--- src/rtl/forward_hazard_unit.sv ---
// ----------------------------------------------------------------------------
// forward_hazard_unit
//
// Forwarding selector and load-use hazard detector for a five-stage pipeline.
// The unit keeps its own shadow copy of the EX, MEM and WB stages (plus WB1
// when the bypass is built in). From that copy it produces the EX-stage
// operand multiplexer selects, the load-use stall, and a count of stalls.
//
// Optional feature (compile-time macro):
//   WB_FORWARD_BYPASS_EN - adds the WB1 shadow stage and selector 11 (WB+1
//                          bypass). When it is undefined, the register file
//                          is taken to be write-before-read and 11 is never
//                          produced.
//
// Parameters:
//   CNT_BITS    - width of the saturating stall counter (default 16)
//
// Ports:
//   clk         - clock; all state updates on its rising edge
//   reset       - asynchronous active-high reset; clears every stage to a
//                 bubble and clears StallCount
//   ID_Rs/Rt    - source register numbers of the ID instruction
//   ID_UsesRs/Rt- ID instruction actually reads that source
//   ID_WriteReg - destination register of the ID instruction
//   ID_RegWrite - ID instruction writes the register file
//   ID_MemRead  - ID instruction is a load
//   Flush       - kill the ID instruction; a bubble enters EX instead
//   Hold        - global freeze; all state and StallCount hold, Stall=0
//   ForwardA/B  - EX operand selects: 00 regfile, 01 EX/MEM ALU result,
//                 10 MEM/WB writeback data, 11 WB+1 bypass
//   Stall       - hold PC and IF/ID, inject a bubble into EX
//   StallCount  - load-use stalls since reset, saturating at all-ones
// ----------------------------------------------------------------------------
module forward_hazard_unit #(
  parameter int unsigned CNT_BITS = 16
) (
  input  logic                clk,
  input  logic                reset,
  input  logic [4:0]          ID_Rs,
  input  logic [4:0]          ID_Rt,
  input  logic                ID_UsesRs,
  input  logic                ID_UsesRt,
  input  logic [4:0]          ID_WriteReg,
  input  logic                ID_RegWrite,
  input  logic                ID_MemRead,
  input  logic                Flush,
  input  logic                Hold,
  output logic [1:0]          ForwardA,
  output logic [1:0]          ForwardB,
  output logic                Stall,
  output logic [CNT_BITS-1:0] StallCount
);

  // Shadow copy of the fields of one pipeline stage that matter for hazards.
  typedef struct packed {
    logic [4:0] rs;
    logic [4:0] rt;
    logic       uses_rs;
    logic       uses_rt;
    logic [4:0] write_reg;
    logic       reg_write;
    logic       mem_read;
  } stage_t;

  typedef enum logic [1:0] {
    SEL_REGFILE = 2'b00,
    SEL_EXMEM   = 2'b01,
    SEL_MEMWB   = 2'b10,
    SEL_WB1     = 2'b11
  } fwd_sel_t;

  stage_t id_stage;
  stage_t ex_q;
  stage_t mem_q;
  stage_t wb_q;
`ifdef WB_FORWARD_BYPASS_EN
  stage_t wb1_q;
`endif

  logic hazard;
  logic stall_int;
  fwd_sel_t sel_a;
  fwd_sel_t sel_b;

  // True when stage s writes register src. Register 0 never matches, so
  // a source of $zero always resolves to the register file.
  function automatic logic writes_reg(input stage_t s, input logic [4:0] src);
    return s.reg_write && (src != 5'd0) && (s.write_reg == src);
  endfunction

  always_comb begin
    id_stage           = '0;
    id_stage.rs        = ID_Rs;
    id_stage.rt        = ID_Rt;
    id_stage.uses_rs   = ID_UsesRs;
    id_stage.uses_rt   = ID_UsesRt;
    id_stage.write_reg = ID_WriteReg;
    id_stage.reg_write = ID_RegWrite;
    id_stage.mem_read  = ID_MemRead;
  end

  // Load in EX whose destination is consumed by the ID instruction.
  always_comb begin
    hazard = 1'b0;
    if (ex_q.mem_read && (ex_q.write_reg != 5'd0)) begin
      if (ID_UsesRs && (ID_Rs == ex_q.write_reg)) hazard = 1'b1;
      if (ID_UsesRt && (ID_Rt == ex_q.write_reg)) hazard = 1'b1;
    end
  end

  // Hold freezes the pipe and Flush discards the consumer, so neither can
  // coexist with a stall.
  assign stall_int = hazard && !Hold && !Flush;
  assign Stall     = stall_int;

  // Most recent producer wins: MEM before WB before WB1.
  always_comb begin
    sel_a = SEL_REGFILE;
    sel_b = SEL_REGFILE;
    if (ex_q.uses_rs) begin
      if (writes_reg(mem_q, ex_q.rs))      sel_a = SEL_EXMEM;
      else if (writes_reg(wb_q, ex_q.rs))  sel_a = SEL_MEMWB;
`ifdef WB_FORWARD_BYPASS_EN
      else if (writes_reg(wb1_q, ex_q.rs)) sel_a = SEL_WB1;
`endif
    end
    if (ex_q.uses_rt) begin
      if (writes_reg(mem_q, ex_q.rt))      sel_b = SEL_EXMEM;
      else if (writes_reg(wb_q, ex_q.rt))  sel_b = SEL_MEMWB;
`ifdef WB_FORWARD_BYPASS_EN
      else if (writes_reg(wb1_q, ex_q.rt)) sel_b = SEL_WB1;
`endif
    end
  end

  assign ForwardA = sel_a;
  assign ForwardB = sel_b;

  always_ff @(posedge clk or posedge reset) begin
    if (reset) begin
      ex_q       <= '0;
      mem_q      <= '0;
      wb_q       <= '0;
`ifdef WB_FORWARD_BYPASS_EN
      wb1_q      <= '0;
`endif
      StallCount <= '0;
    end else if (!Hold) begin
      ex_q  <= (stall_int || Flush) ? stage_t'('0) : id_stage;
      mem_q <= ex_q;
      wb_q  <= mem_q;
`ifdef WB_FORWARD_BYPASS_EN
      wb1_q <= wb_q;
`endif
      if (stall_int && (StallCount != '1))
        StallCount <= StallCount + CNT_BITS'(1);
    end
  end

  // The oldest stage only needs its destination fields; the source fields
  // are carried so every shadow stage has the same shape.
`ifdef WB_FORWARD_BYPASS_EN
  logic wb1_unused;
  assign wb1_unused = ^{wb1_q.rs, wb1_q.rt, wb1_q.uses_rs, wb1_q.uses_rt,
                        wb1_q.mem_read};
`else
  logic wb_unused;
  assign wb_unused = ^{wb_q.rs, wb_q.rt, wb_q.uses_rs, wb_q.uses_rt,
                       wb_q.mem_read};
`endif

endmodule

--- config.mk ---
export PLATFORM = sky130hd
export DESIGN_NAME = forward_hazard_unit
export DESIGN_NICKNAME = d
export VERILOG_FILES = /design/src/rtl/forward_hazard_unit.sv
export SDC_FILE = /design/constraint.sdc
export NUM_CORES = 1
export LEC_CHECK = 0
export BUFFER_PORTS_ARGS = -buffer_cell sky130_fd_sc_hd__buf_4
export CORE_ASPECT_RATIO = 1.25
export CORE_MARGIN = 2
export CORE_UTILIZATION = 59
export DETAILED_ROUTE_END_ITERATION = 6
export PLACE_DENSITY_LB_ADDON = 0.15
export SLEW_MARGIN = 30
export SYNTH_ARGS = -nofsm -noshare
export SYNTH_HDL_FRONTEND = slang
export SYNTH_SLANG_ARGS = --single-unit
--- constraint.sdc ---
create_clock -name clk -period 4.89 [get_ports clk]
set_clock_uncertainty 0.1 [all_clocks]
set_input_delay 0.978 -clock clk [delete_from_list [all_inputs] [get_ports clk]]
set_output_delay 0.978 -clock clk [all_outputs]
set_load 0.01 [all_outputs]
Yosys cells after proc, flatten, opt, wreduce, memory -nomap -nowiden
Cells that the tools add are included. W data, S select, Z words.

Bits in registers: 47. Input port bits: 23. Output and inout bits: 21.

Add/subtract/negate cells: 1. Equality and inequality tests: 7. Multiplexer cells: 10. Bitwise gates (word level): 1. Reduce and logical (&&, ||, !) cells: 21.

Operators by type and width (count): $eq A5 B5 Y1 (6); $mux W19 (1); $add A16 B1 Y16 const B (1); $ne A16 B16 Y1 const B (1); $reduce_bool A5 Y1 (3); $logic_and A1 B1 Y1 (14); $mux W2 (6); $mux W1 (3); $logic_not A1 Y1 (2); $reduce_and A2 Y1 (1); $logic_or A1 B1 Y1 (1); $not A1 Y1 (1).

Longest topological paths before layout
Depth after elaboration: 9. Depth in mapped cells: 7. Gate-level depth less buffers: 6.

Least setup slack after synthesis
No wires, ideal clock.

Path type: input port to output port. From: input ID_Rs[0]. To: output Stall. Data arrival time: 2.001 ns. Slack: 1.811 ns. Stages: 5. Buffers on the path: 1. Path through: xnor2_1 nand4_1 o22ai_2 buf_2 and3_1.

Longest elaborated chain between the ends: 7.

Ends and longest elaborated chain: from (decl) (line 39) `input logic [4:0] ID_Rs,`; $eq A5 B5 Y1 (line 106) `if (ID_UsesRs && (ID_Rs == ex_q.write_reg)) hazard = 1'b1;`; $logic_and A1 B1 Y1 (line 106); $mux W1 (line 106); $mux W1 (line 107) `if (ID_UsesRt && (ID_Rt == ex_q.write_reg)) hazard = 1'b1;`; $mux W1 (line 105) `if (ex_q.mem_read && (ex_q.write_reg != 5'd0)) begin`; $logic_and A1 B1 Y1 (2 in a row) (line 113) `assign stall_int = hazard && !Hold && !Flush;`; to (decl) (line 50) `output logic Stall,`.

Every way passes these cells.

Worst setup path in the final report
From: input ID_Rs[4]. To: output Stall.

The elaborated chain is that of the path after synthesis.

==> flow_summary_export.csv <==
group,metric,value,unit
cells_and_area,nFillCells,276,
global_routing,first_global_vias,1673,
clock_tree,cts_max_path_buffers,2,
worst_setup_path,reg2reg_depth,6,
synth,synth_edf_count,0,
run_status,run_status,"finished clean",
placement,place_hpwl,3.50,mm
detailed_routing,drc,0,
floorplan,die_w,60.4,microns
worst_setup_path,rrSetupSlack,2.71,ns
run,drv_cap,0,
detailed_routing,post_drt_via_cell_ratio,5.71,
worst_hold_path,min_to,"StallCount[15]",
timing,fmax,0.311,GHz
global_routing,gr-total-overflow,0,
synth,synthMuxAreaShare,6.73,%
worst_hold_path,hold_start,"StallCount[15]",
detailed_routing,wl,4.77,mm
clock_tree,cts_buffers,5,
worst_setup_path,arrival,2.14,ns
worst_hold_path,hold_class,"reg -> reg",
clock_tree,clk_pin_slew_worst_paths,0.08,ns
synth,synth-simple-area-share,15.7,%
worst_setup_path,r2r-start,"ex_q[3]",
cells_and_area,diodes,0,
detailed_routing,drtAntennaViolNets,0,
synth,yosysSeqAreaShare,50.2,%
placement,portBuffers,43,
timing,setup-tns-final,0,ns
synth,synth_adder_area_share,0.534,%
clock_tree,tritoncts,"yes",
detailed_routing,drt_iter0_markers,106,
synth,synth-compound-area-share,8.92,%
cells_and_area,layout-drive-gt1-share,28.9,%
detailed_routing,vias,1712,
worst_hold_path,min_path_cells,1,
clock_tree,cts_resized,0,
detailed_routing,routedWlPerCell,15.9,microns
floorplan,placementRows,25,
clock_tree,cts_hold_buf,0,
timing,setup_viol,0,
timing,hold_violations,0,
global_routing,antenna_found_initial,0,
worst_setup_path,cp.required,3.81,ns
placement,place.gp.congestion,0.884,
timing,fin_crit_sh,65.8,%
clock_tree,post_cts_buffers,0,
synth,synth_top_family_by_area,"XOR/XNOR gates",
clock_tree,cts_root_buffer,"clkbuf_8",
timing,slew_headroom,48.2,%
cells_and_area,fin_nets,269,
cells_and_area,syn_to_final_growth,21.5,%
timing,worst-slew-pin-transition,0.777,ns
synth,synth_seq_cells,47,
global_routing,grt_max_degree,48,
synth,yosysWarnings,0,
global_routing,grt_pass1_wl,8.05,mm
power,finalPower,0.898,mW
synth,synth_fp_nets,224,
worst_setup_path,critPathLaunchType,"primary input",
power,p_leak,1.29,nW
synth,syn_area,2340,sq um
floorplan,coreArea,3780,sq um
floorplan,initial_utilization,61.9,%
clock_tree,clock_latency,0.29,ns
floorplan,ios,44,
clock_tree,clkSinkCount,47,
power,irDropWorstVdd,0.182,mV
clock_tree,h-tree-depth,2,
synth,syn_avg_cell_area,11.7,sq um
timing,hold_ws,0.424,ns
synth,async_flop_share,100,%
worst_setup_path,crit_type,"in -> out",
cells_and_area,layout_commonest_cell,"dfrtp_1",
synth,syn_inst,200,
floorplan,die_h,74.4,microns
worst_setup_path,worstSetupEndpointType,"primary output",
timing,post-route-min-period,3.22,ns
power,power_density,315,nW/um^2
synth,synth_ff_type,"dfrtp_1",
timing,finalMaxSlewViolations,0,
timing,rsz0062_at_grt,"no",
global_routing,grt_use_total,24.1,%
synth,synth_xor_xnor_area_share,16.1,%
worst_setup_path,reg2reg_to,"StallCount[1]",
synth,yosysUniqueCellTypes,31,
detailed_routing,drtPass1Iterations,4,
cells_and_area,final_util,75.2,%
worst_setup_path,crit_fanout,18,
floorplan,die-area,4490,sq um
cells_and_area,mostFrequentLayoutCells,"47 x dfrtp_1, 45 x buf_4, 39 x xnor2_1, 19 x a22o_1, 17 x nand4_1",
## sequential cells by signal (all words and copies together), names as in the netlist
| signal | cells |
|---|---|
| mem_q | 6 |
| wb_q | 6 |
| ex_q | 19 |
| StallCount | 16 |
## how the worst max path moves through the flow
stage	slack, ns	from	end	cells past startpoint
final	1.67	ID_Rs[4]	Stall	7
after global placement	1.68	ID_Rs[4]	Stall	7
after floorplan	1.81	ID_Rs[0]	Stall	5
after detailed placement	1.69	ID_Rs[4]	Stall	7
after CTS	1.68	ID_Rs[4]	Stall	7
after global routing	1.61	ID_Rs[4]	Stall	7
## cells in the mapped netlist, drive strengths merged (3+ instances only)
| cell type | n | share of area, % |
|---|---|---|
| dfrtp | 47 | 50 |
| xnor2 | 39 | 15 |
| a22o | 19 | 7.1 |
| nand4 | 17 | 4.5 |
| mux2 | 14 | 6.7 |
| nand3 | 8 | 1.7 |
| and3 | 7 | 1.9 |
| nand2 | 6 | 0.96 |
| nor4 | 6 | 1.6 |
| nor2 | 5 | 0.80 |
| buf | 4 | 1.1 |
| xor2 | 4 | 1.5 |
| and2 | 3 | 0.80 |
| clkbuf | 3 | 0.48 |
| or4 | 3 | 0.96 |
## cell type report
| class | count | area, sq um | share of cell area [%] |
|---|---|---|---|
| sequential | 47 | 1180 | 41.3 |
| multi-input combinational | 144 | 1120 | 39.4 |
| timing repair buffer | 45 | 338 | 11.9 |
| clock buffer | 6 | 72.6 | 2.55 |
| tap | 54 | 67.6 | 2.37 |
| clock inverter | 2 | 60.1 | 2.11 |
| inverter | 2 | 8.76 | 0.308 |
## critical path, cell delays in order
cell and delay (ns):
buf_4 0.12, xnor2_1 0.18, nand4_1 0.13, o22ai_2 0.19, buf_4 0.25, and3_1 0.18
buf_4 0.12
## per-layer routing
metal  up-vias  global-route usage (%)  wire length, microns
met5         -                       0                     0
met4         0                    5.93                    62
met3         6                    4.17                   165
met2        38                    41.5                  2490
met1       845                    31.5                  2050
li1        823                       -                     -
## report_power, final
part           switching, mW  internal, mW  leakage, nW
sequential            0.0349         0.414        0.627
clock                  0.123         0.204       0.0654
combinational         0.0527        0.0683        0.600
## stage by stage
step,cells,setup WS (ns),area [sq um]
floorplan,200,1.81,2340
global placement,292,1.68,2710
detailed placement,292,1.69,2710
CTS,300,1.68,2840
global route,300,1.61,2850
finish,300,1.67,2850
## cells by family (layout without fill, tap and decap cells)
kind of cell | Yosys count | after routing
simple gates | 63 | 63
flops | 47 | 47
xor+xnor | 43 | 43
compound gates | 23 | 23
mux | 14 | 14
buf+inv | 9 | 55
fa+ha+maj | 1 | 1
No activity file was read; power rests on OpenSTA's default activity.
